**src/rtl/ccd_capture_roi.sv**
```systemverilog
// ccd_capture_roi: sensor capture front end with ROI window, frame decimation, single-shot and clean stop.
// Optional test-pattern generator on oDATA is built in when CCD_CAPTURE_ROI_TPG_EN is defined.
module ccd_capture_roi #(
    parameter int DATA_W       = 12,
    parameter int COLUMN_WIDTH = 1280,
    parameter int CNT_W        = 16,
    parameter int FRAME_W      = 32,
    parameter int SKIP_W       = 4
) (
    input  logic               iCLK,
    input  logic               iRST,
    input  logic [DATA_W-1:0]  iDATA,
    input  logic               iFVAL,
    input  logic               iLVAL,
    input  logic               iSTART,
    input  logic               iEND,
    input  logic               iSINGLE,
    input  logic [SKIP_W-1:0]  iSKIP,
    input  logic [CNT_W-1:0]   iWIN_X0,
    input  logic [CNT_W-1:0]   iWIN_X1,
    input  logic [CNT_W-1:0]   iWIN_Y0,
    input  logic [CNT_W-1:0]   iWIN_Y1,
`ifdef CCD_CAPTURE_ROI_TPG_EN
    input  logic               iTPG,
`endif
    output logic [DATA_W-1:0]  oDATA,
    output logic               oDVAL,
    output logic [CNT_W-1:0]   oX_Cont,
    output logic [CNT_W-1:0]   oY_Cont,
    output logic [FRAME_W-1:0] oFrame_Cont,
    output logic               oFrame_Done,
    output logic               oLine_Err,
    output logic               oBusy
);

    // state   | meaning
    // IDLE    | not capturing, waiting for iSTART
    // ARMED   | waiting for a fresh FVAL rise
    // CAPTURE | frame in progress, pixels forwarded
    // SKIP    | frame in progress, dropped by decimation
    typedef enum logic [1:0] {IDLE, ARMED, CAPTURE, SKIP} state_t;

    localparam logic [CNT_W-1:0] CNT_MAX = '1;
    localparam logic [CNT_W-1:0] COL_CNT = CNT_W'(COLUMN_WIDTH);

    state_t              state, state_nxt;
    logic                fval_q, fval_prev, lval_q, lval_prev;
    logic [DATA_W-1:0]   data_q;
    logic                fval_rise, fval_fall, lval_fall;
    logic [CNT_W-1:0]    x_cnt, y_cnt;
    logic [CNT_W-1:0]    win_x0, win_x1, win_y0, win_y1;
    logic [SKIP_W-1:0]   skip_cnt;
    logic                stop_pending, stop_now;
    logic                counting, cap_start, skip_start, done_set, err_clr, stop_set, dval;
    logic                in_win;
    logic [DATA_W-1:0]   pix;

    always_ff @(posedge iCLK or posedge iRST) begin
        if (iRST) begin
            fval_q    <= 1'b0;
            fval_prev <= 1'b0;
            lval_q    <= 1'b0;
            lval_prev <= 1'b0;
            data_q    <= '0;
        end else begin
            fval_q    <= iFVAL;
            fval_prev <= fval_q;
            lval_q    <= iLVAL;
            lval_prev <= lval_q;
            data_q    <= iDATA;
        end
    end

    assign fval_rise = fval_q & ~fval_prev;
    assign fval_fall = ~fval_q & fval_prev;
    assign lval_fall = ~lval_q & lval_prev;
    assign stop_now  = stop_pending | iEND;

    always_ff @(posedge iCLK or posedge iRST) begin
        if (iRST) state <= IDLE;
        else      state <= state_nxt;
    end

    always_comb begin
        state_nxt = state;
        case (state)
            IDLE:    if (iSTART && !iEND) state_nxt = ARMED;
            ARMED:   if (iEND)            state_nxt = IDLE;
                     else if (fval_rise)  state_nxt = (skip_cnt == '0) ? CAPTURE : SKIP;
            CAPTURE: if (fval_fall)       state_nxt = (iSINGLE || stop_now) ? IDLE : ARMED;
            SKIP:    if (fval_fall)       state_nxt = stop_now ? IDLE : ARMED;
            default:                      state_nxt = IDLE;
        endcase
    end

    always_comb begin
        oBusy      = (state != IDLE);
        counting   = (state == CAPTURE) || (state == SKIP);
        cap_start  = (state == ARMED) && !iEND && fval_rise && (skip_cnt == '0);
        skip_start = (state == ARMED) && !iEND && fval_rise && (skip_cnt != '0);
        done_set   = (state == CAPTURE) && fval_fall;
        err_clr    = (state == IDLE) && iSTART && !iEND;
        stop_set   = counting && iEND;
        dval       = (state == CAPTURE) && lval_q && in_win;
    end

    // Decimation, frame count and window shadow only change at the start of a frame.
    always_ff @(posedge iCLK or posedge iRST) begin
        if (iRST) begin
            skip_cnt    <= '0;
            oFrame_Cont <= '0;
            win_x0      <= '0;
            win_x1      <= '0;
            win_y0      <= '0;
            win_y1      <= '0;
        end else if (cap_start) begin
            skip_cnt    <= iSKIP;
            oFrame_Cont <= oFrame_Cont + 1'b1;
            win_x0      <= iWIN_X0;
            win_x1      <= iWIN_X1;
            win_y0      <= iWIN_Y0;
            win_y1      <= iWIN_Y1;
        end else if (skip_start) begin
            skip_cnt    <= skip_cnt - 1'b1;
        end
    end

    always_ff @(posedge iCLK or posedge iRST) begin
        if (iRST)                     stop_pending <= 1'b0;
        else if (state_nxt == IDLE)   stop_pending <= 1'b0;
        else if (stop_set)            stop_pending <= 1'b1;
    end

    always_ff @(posedge iCLK or posedge iRST) begin
        if (iRST) begin
            x_cnt <= '0;
            y_cnt <= '0;
        end else if (!counting || fval_rise) begin
            x_cnt <= '0;
            y_cnt <= '0;
        end else if (lval_fall) begin
            x_cnt <= '0;
            if (y_cnt != CNT_MAX) y_cnt <= y_cnt + 1'b1;
        end else if (lval_q && x_cnt != CNT_MAX) begin
            x_cnt <= x_cnt + 1'b1;
        end
    end

    always_ff @(posedge iCLK or posedge iRST) begin
        if (iRST)                                       oLine_Err <= 1'b0;
        else if (err_clr)                               oLine_Err <= 1'b0;
        else if (counting && lval_fall && x_cnt != COL_CNT) oLine_Err <= 1'b1;
    end

    assign in_win = (x_cnt >= win_x0) && (x_cnt <= win_x1) &&
                    (y_cnt >= win_y0) && (y_cnt <= win_y1);

`ifdef CCD_CAPTURE_ROI_TPG_EN
    logic tpg_q;
    always_ff @(posedge iCLK or posedge iRST) begin
        if (iRST) tpg_q <= 1'b0;
        else      tpg_q <= iTPG;
    end
    assign pix = tpg_q ? (DATA_W'(x_cnt) + DATA_W'(y_cnt) + oFrame_Cont[DATA_W-1:0]) : data_q;
`else
    assign pix = data_q;
`endif

    always_ff @(posedge iCLK or posedge iRST) begin
        if (iRST) begin
            oDATA       <= '0;
            oDVAL       <= 1'b0;
            oX_Cont     <= '0;
            oY_Cont     <= '0;
            oFrame_Done <= 1'b0;
        end else begin
            oDATA       <= dval ? pix : '0;
            oDVAL       <= dval;
            oX_Cont     <= x_cnt;
            oY_Cont     <= y_cnt;
            oFrame_Done <= done_set;
        end
    end

endmodule

```
**config.mk**
```make
export PLATFORM = sky130hd
export DESIGN_NAME = ccd_capture_roi
export DESIGN_NICKNAME = d
export VERILOG_FILES = /design/src/rtl/ccd_capture_roi.sv
export SDC_FILE = /design/constraint.sdc
export NUM_CORES = 1
export LEC_CHECK = 0
export BUFFER_PORTS_ARGS = -buffer_cell sky130_fd_sc_hd__buf_4
export CAP_MARGIN = 20
export CORE_ASPECT_RATIO = 0.6
export CORE_MARGIN = 5
export CORE_UTILIZATION = 56
export CTS_BUF_LIST = sky130_fd_sc_hd__clkbuf_4 sky130_fd_sc_hd__clkbuf_8 sky130_fd_sc_hd__clkbuf_16
export CTS_CLUSTER_DIAMETER = 120
export CTS_CLUSTER_SIZE = 20
export DETAILED_ROUTE_END_ITERATION = 10
export PLACE_DENSITY = 0.8
export SYNTH_ARGS = -nofsm -noshare
export SYNTH_HDL_FRONTEND = slang
export SYNTH_SLANG_ARGS = --single-unit
export TNS_END_PERCENT = 5
```
**constraint.sdc**
```tcl
create_clock -name iCLK -period 8.9 [get_ports iCLK]
set_clock_uncertainty 0.15 [all_clocks]
set_input_delay 1.78 -clock iCLK [delete_from_list [all_inputs] [get_ports iCLK]]
set_output_delay 1.78 -clock iCLK [all_outputs]
set_load 0.05 [all_outputs]
```
Word level (Yosys, flattened, before mapping) --
Index checks and enable logic that the tools add are counted.
Word-level totals: output and inout port bits 80, bits in registers 198
Operators by class: add/sub/neg operators 4, bitwise gates (word level) 7, magnitude comparators 4, equality and inequality tests 6, multiplexer cells 22, reductions and logical operators 34
Operator list (count):
- 16-bit two-way mux | 6
- 16-bit by 1-bit adder with 16-bit output, second input constant | 2
- 32-bit by 1-bit adder with 32-bit output, second input constant | 1
- 16-bit greater-or-equal comparator | 2
- 16-bit <= comparator | 2
- 16-bit inequality test, second input constant | 2
- 1-bit logical AND | 17
- 16-bit by 11-bit inequality test with 1-bit output, second input constant | 1
- 12-bit two-way mux | 1
- 2-bit nonzero test | 6
- 2-bit two-way mux | 5
- 4-bit two-way mux | 2
- 2-bit one-hot mux with 4 select lines | 1
- 1-bit two-way mux | 7
- 2-bit == test, second input constant | 2
- 2-bit zero test | 2
- 4-bit zero test | 1
- 4-bit nonzero test | 1
- 4-bit by 1-bit subtractor with 4-bit output, second input constant | 1
- 1-bit AND | 3
- 1-bit logical OR | 3
- 1-bit NOT | 3
- 3-bit nonzero test | 1
- 2-bit by 1-bit == test with 1-bit output, second input constant | 1
- other kinds (3) | 4

Longest topological paths before layout --
depth after elaboration 7, gate-level depth with buffers 9, gate-level depth less buffers 8

Worst setup path after synthesis --
Ideal clock, no wire load.
kind input -> register, start point input port iEND, end point register oFrame_Cont[30], stages on the path 7, slack 5.423 ns, required time 8.609 ns, arrival time 3.186 ns, path through nor2_1 nand4_4 buf_6 nor4_4 and3_1 nand3_1 xnor2_1
On the way: longest elaborated chain between the ends 4
RTL lines:
- from (decl) | RTL line 16 | input logic iEND,
- 1-bit zero test | RTL line 99 | cap_start = (state == ARMED) && !iEND && fval_rise && (skip_cnt == '0);
- 1-bit logical AND (3 in a row) | RTL line 99
- to (signal assigned) | RTL line 118 | oFrame_Cont <= oFrame_Cont + 1'b1;
- to (decl) | RTL line 30 | output logic [FRAME_W-1:0] oFrame_Cont,
Every way passes these cells. A chain may end at the register's enable or synchronous reset.

Final worst setup path --
start point input port iEND, end point register oFrame_Cont[31]
The elaborated chain is that of the path after synthesis.

==> key figures <==
Outcome
  – Outcome: finished, final reports clean

Clocking
  – # clock sinks: 198
  – H-tree level count: 4
  – Worst-Skew Late Latency: 0.43 ns
  – Hold_buf cts: 0
  – Post-CTS Setup Repair Bufs: 0
  – TritonCTS buffer count: 17
  – Clock slew at reported path FFs: roughly 0.090 ns
  – Post-CTS sizing: 0
  – CTS root buf: clkbuf_16
  – CTS tree: done
  – Max Root-Sink Buffers: 2

Place
  – Pre-CTS setup slack: 4.706 ns
  – Routability Congestion: slightly below 0.9
  – Port bufs: 166
  – Detail Placement HPWL: 15260 um
  – Placed insts: between 1000 and 1500

Power
  – Lkg Pwr: 0.005576 uW
  – Peak VDD IR: 0.0001303 V
  – P per Cell Area: 210.5 mW/mm^2

Synth
  – Top_reg_cell synth: dfrtp_1
  – Seq cells post-synth: 198
  – EDFF count, synth: 0
  – Synth unique cells: around 50
  – Post-synthesis cell count: 878
  – Ys async rst share: 100.0%
  – Syn. warnings: 0
  – Post-synthesis sequential area ratio: between 50% and 60%
  – Syn_nets: between 1000 and 1500
  – Synth Cell Area: about 0.0090 mm^2
  – Synthesized area per cell: 10.30 um^2

Critical path
  – CP peak stage delay: 0.49 ns
  – Arr. time, crit path: between 3 and 4 ns
  – R2R Setup Slk: 6.04 ns
  – R2R Path Start: x_cnt[14]$_DFFE_PP0P_
  – Worst R2R Path Depth: 8
  – Crit Path Class: input port to flop
  – Crit path capture: oFrame_Cont[31]$_DFFE_PP0P_
  – Crit path buf inv count: 1
  – CP Launch Type: input port
  – Worst Path Required: 9.07 ns
  – CP top delay family: simple AND/OR/NAND/NOR gates
  – RR Endpoint: oDATA[10]$_DFF_PP0_
  – Critical-path top delay cell: nor4_4
  – Crit-path cells: buf_4 -> nor2_1 -> nand4_4 -> nor4_4 -> and3_1 -> nand4_1 -> xnor2_1
  – Crit. End Element: flop
  – CP Launch Point: iEND
  – Crit-path max FO: 11
  – WP depth: 7

Timing
  – TNS Setup: 0 ns
  – Final Hold Viols: 0
  – Min setup slack post-route: between 5 and 6 ns
  – Fmax: 282.7 MHz
  – WHS: 0.2838 ns
  – Endpoints failing setup: 0
  – Final Max Slew Viols: 0
  – Min Tclk post-route: roughly 3.5 ns
  – RSZ-0062 raised after global routing: no
  – Slew @ Worst Pin: around 0.98 ns
  – Max_slew headroom: roughly 34%
  – Period Utilization, post-route: 39.75%

Final layout
  – Area occupied by registers: 0.004955 mm^2
  – Share of layout cells above drive strength 1: 20.55%
  – Post-layout nets: 1199
  – Filler cells: 1194
  – Commonest non-fill, non-tap cell in the layout: dfrtp_1
  – Antenna cell count: 0
  – Most frequent cells in the layout: 198 x dfrtp_1, 169 x buf_4, 123 x nand2_1
  – P&R area growth vs syn: 23.39%
  – Area occupied by multi-input gates: 0.003705 mm^2
  – Fin cells: roughly 1300
  – Post-layout util: 69.58%

Detailed routing
  – Detailed Route WL: 21090 um
  – Vias per cell: ~5.4
  – First-pass DRT Iterations: 6
  – Post-route ant nets: 0
  – Drc violations: 0
  – Iteration-0 DRC Markers: ~530
  – Routed WL per cell: between 15 and 20 um
  – Vias after detailed routing: 6850

Die
  – Total Die Area: 0.01887 mm^2
  – Row cnt: 36
  – Top-Level Pins: approximately 170
  – CORE AREA: between 0.015 and 0.02 mm^2
  – Starting Density: approximately 56%
  – Die Ht: ~110 um
  – Die X-Extent: 174.1 um

GRT
  – Gr usage total: 23.08%
  – First-pass GRT wire length: approximately 35000 um
  – Antenna violations before repair: 0
  – Vias in the first global route: between 6000 and 7000
  – Total gr overflow: 0
  – Pin count of the biggest net entering global routing: about 130

Job
  – Max cap viols: 0

Min path
  – Worst Hold Class: flop to flop
cell usage after synthesis, drive strengths merged (4+ instances only):
library cell / count / share of area, %
dfrtp: 198 / 55
nand2: 123 / 5.1
o21ai: 77 / 4.3
inv: 76 / 3.2
ha: 69 / 9.5
nor2: 58 / 2.4
nand3: 41 / 2.3
xnor2: 34 / 3.3
a21oi: 29 / 1.6
nand4: 28 / 2.1
nor3: 25 / 1.4
xor2: 21 / 2.0
clkbuf: 17 / 0.71
and3: 8 / 0.55
buf: 7 / 0.46
nor4: 7 / 0.89
or3: 7 / 0.48
a21o: 6 / 0.50
and4: 5 / 0.48
a211oi: 4 / 0.33
nand2b: 4 / 0.28
nor2b: 4 / 0.28
through the flow:
stage          instance area [um^2]  power [uW]
2_1_floorplan                  9042        1400
3_3_place_gp                  10480        1522
3_5_place_dp                  10480        1546
4_1_cts                       11130        2360
5_1_grt                       11160        2476
6_report                      11160        2349
worst min-delay path by stage:
stage	startpoint	end	slack [ns]	depth (start not counted)
CTS	fval_q$_DFF_PP0_	fval_prev$_DFF_PP0_	0.27	0
global placement	fval_q$_DFF_PP0_	fval_prev$_DFF_PP0_	0.25	0
finish	fval_q$_DFF_PP0_	fval_prev$_DFF_PP0_	0.28	0
floorplan	lval_q$_DFF_PP0_	lval_prev$_DFF_PP0_	0.20	0
detailed placement	fval_q$_DFF_PP0_	fval_prev$_DFF_PP0_	0.26	0
global route	fval_q$_DFF_PP0_	fval_prev$_DFF_PP0_	0.29	0
cells by family (layout without fill, tap and decap cells):
| logic type | count (synthesis) | count (layout) | share of synthesized area (%) |
|---|---|---|---|
| flip-flops | 198 | 198 | 54.79 |
| buffers and inverters | 100 | 278 | 4.317 |
| multiplexers | 2 | 2 | 0.2490 |
| AO/OA/AOI/OAI | 135 | 135 | 8.524 |
| adder cells (fa/ha/maj) | 69 | 69 | 9.548 |
| AND/OR/NAND/NOR | 319 | 319 | 17.24 |
| XOR/XNOR | 55 | 55 | 5.327 |
worst reg2reg max path, cell delays in order (launching register included):
cell,delay [ns]
dfrtp_1,0.48
ha_1,0.36
nand4_1,0.15
nor4_1,0.54
a21boi_0,0.41
o31ai_1,0.16
o221ai_1,0.11
buf_4,0.26
nor3_1,0.10
layout make-up:
| cell class | instances | area share, % |
|---|---|---|
| sequential | 198 | 44.41 |
| multi-input combinational | 580 | 33.21 |
| timing repair buffer | 170 | 11.62 |
| clock buffer | 17 | 3.813 |
| inverter | 76 | 2.624 |
| tap | 209 | 2.344 |
| clock inverter | 15 | 1.985 |
report_power, final:
part,switching (uW),leakage [uW],internal [uW]
combinational,270,0.00279,168
clock,400,0.000308,416
sequential,63.3,0.00248,1030
sequential cells by signal, indices dropped and copies added (netlist names):
name / count
data_q: 12
fval_prev: 1
win_x1: 16
oLine_Err: 1
win_y1: 16
win_y0: 16
oDATA: 12
oDVAL: 1
oY_Cont: 16
lval_prev: 1
x_cnt: 16
fval_q: 1
y_cnt: 16
oFrame_Cont: 32
win_x0: 16
stop_pending: 1
state: 2
oFrame_Done: 1
lval_q: 1
skip_cnt: 4
oX_Cont: 16
routing by layer:
layer,up-vias,global-route usage [%],share of wire [%]
met5,-,0,0
met4,0,4.912,0.82
met3,16,7.023,8.7
met2,224,31.67,41
met1,3294,35.99,50
li1,3316,-,-
(Power assumes the default switching activity.)
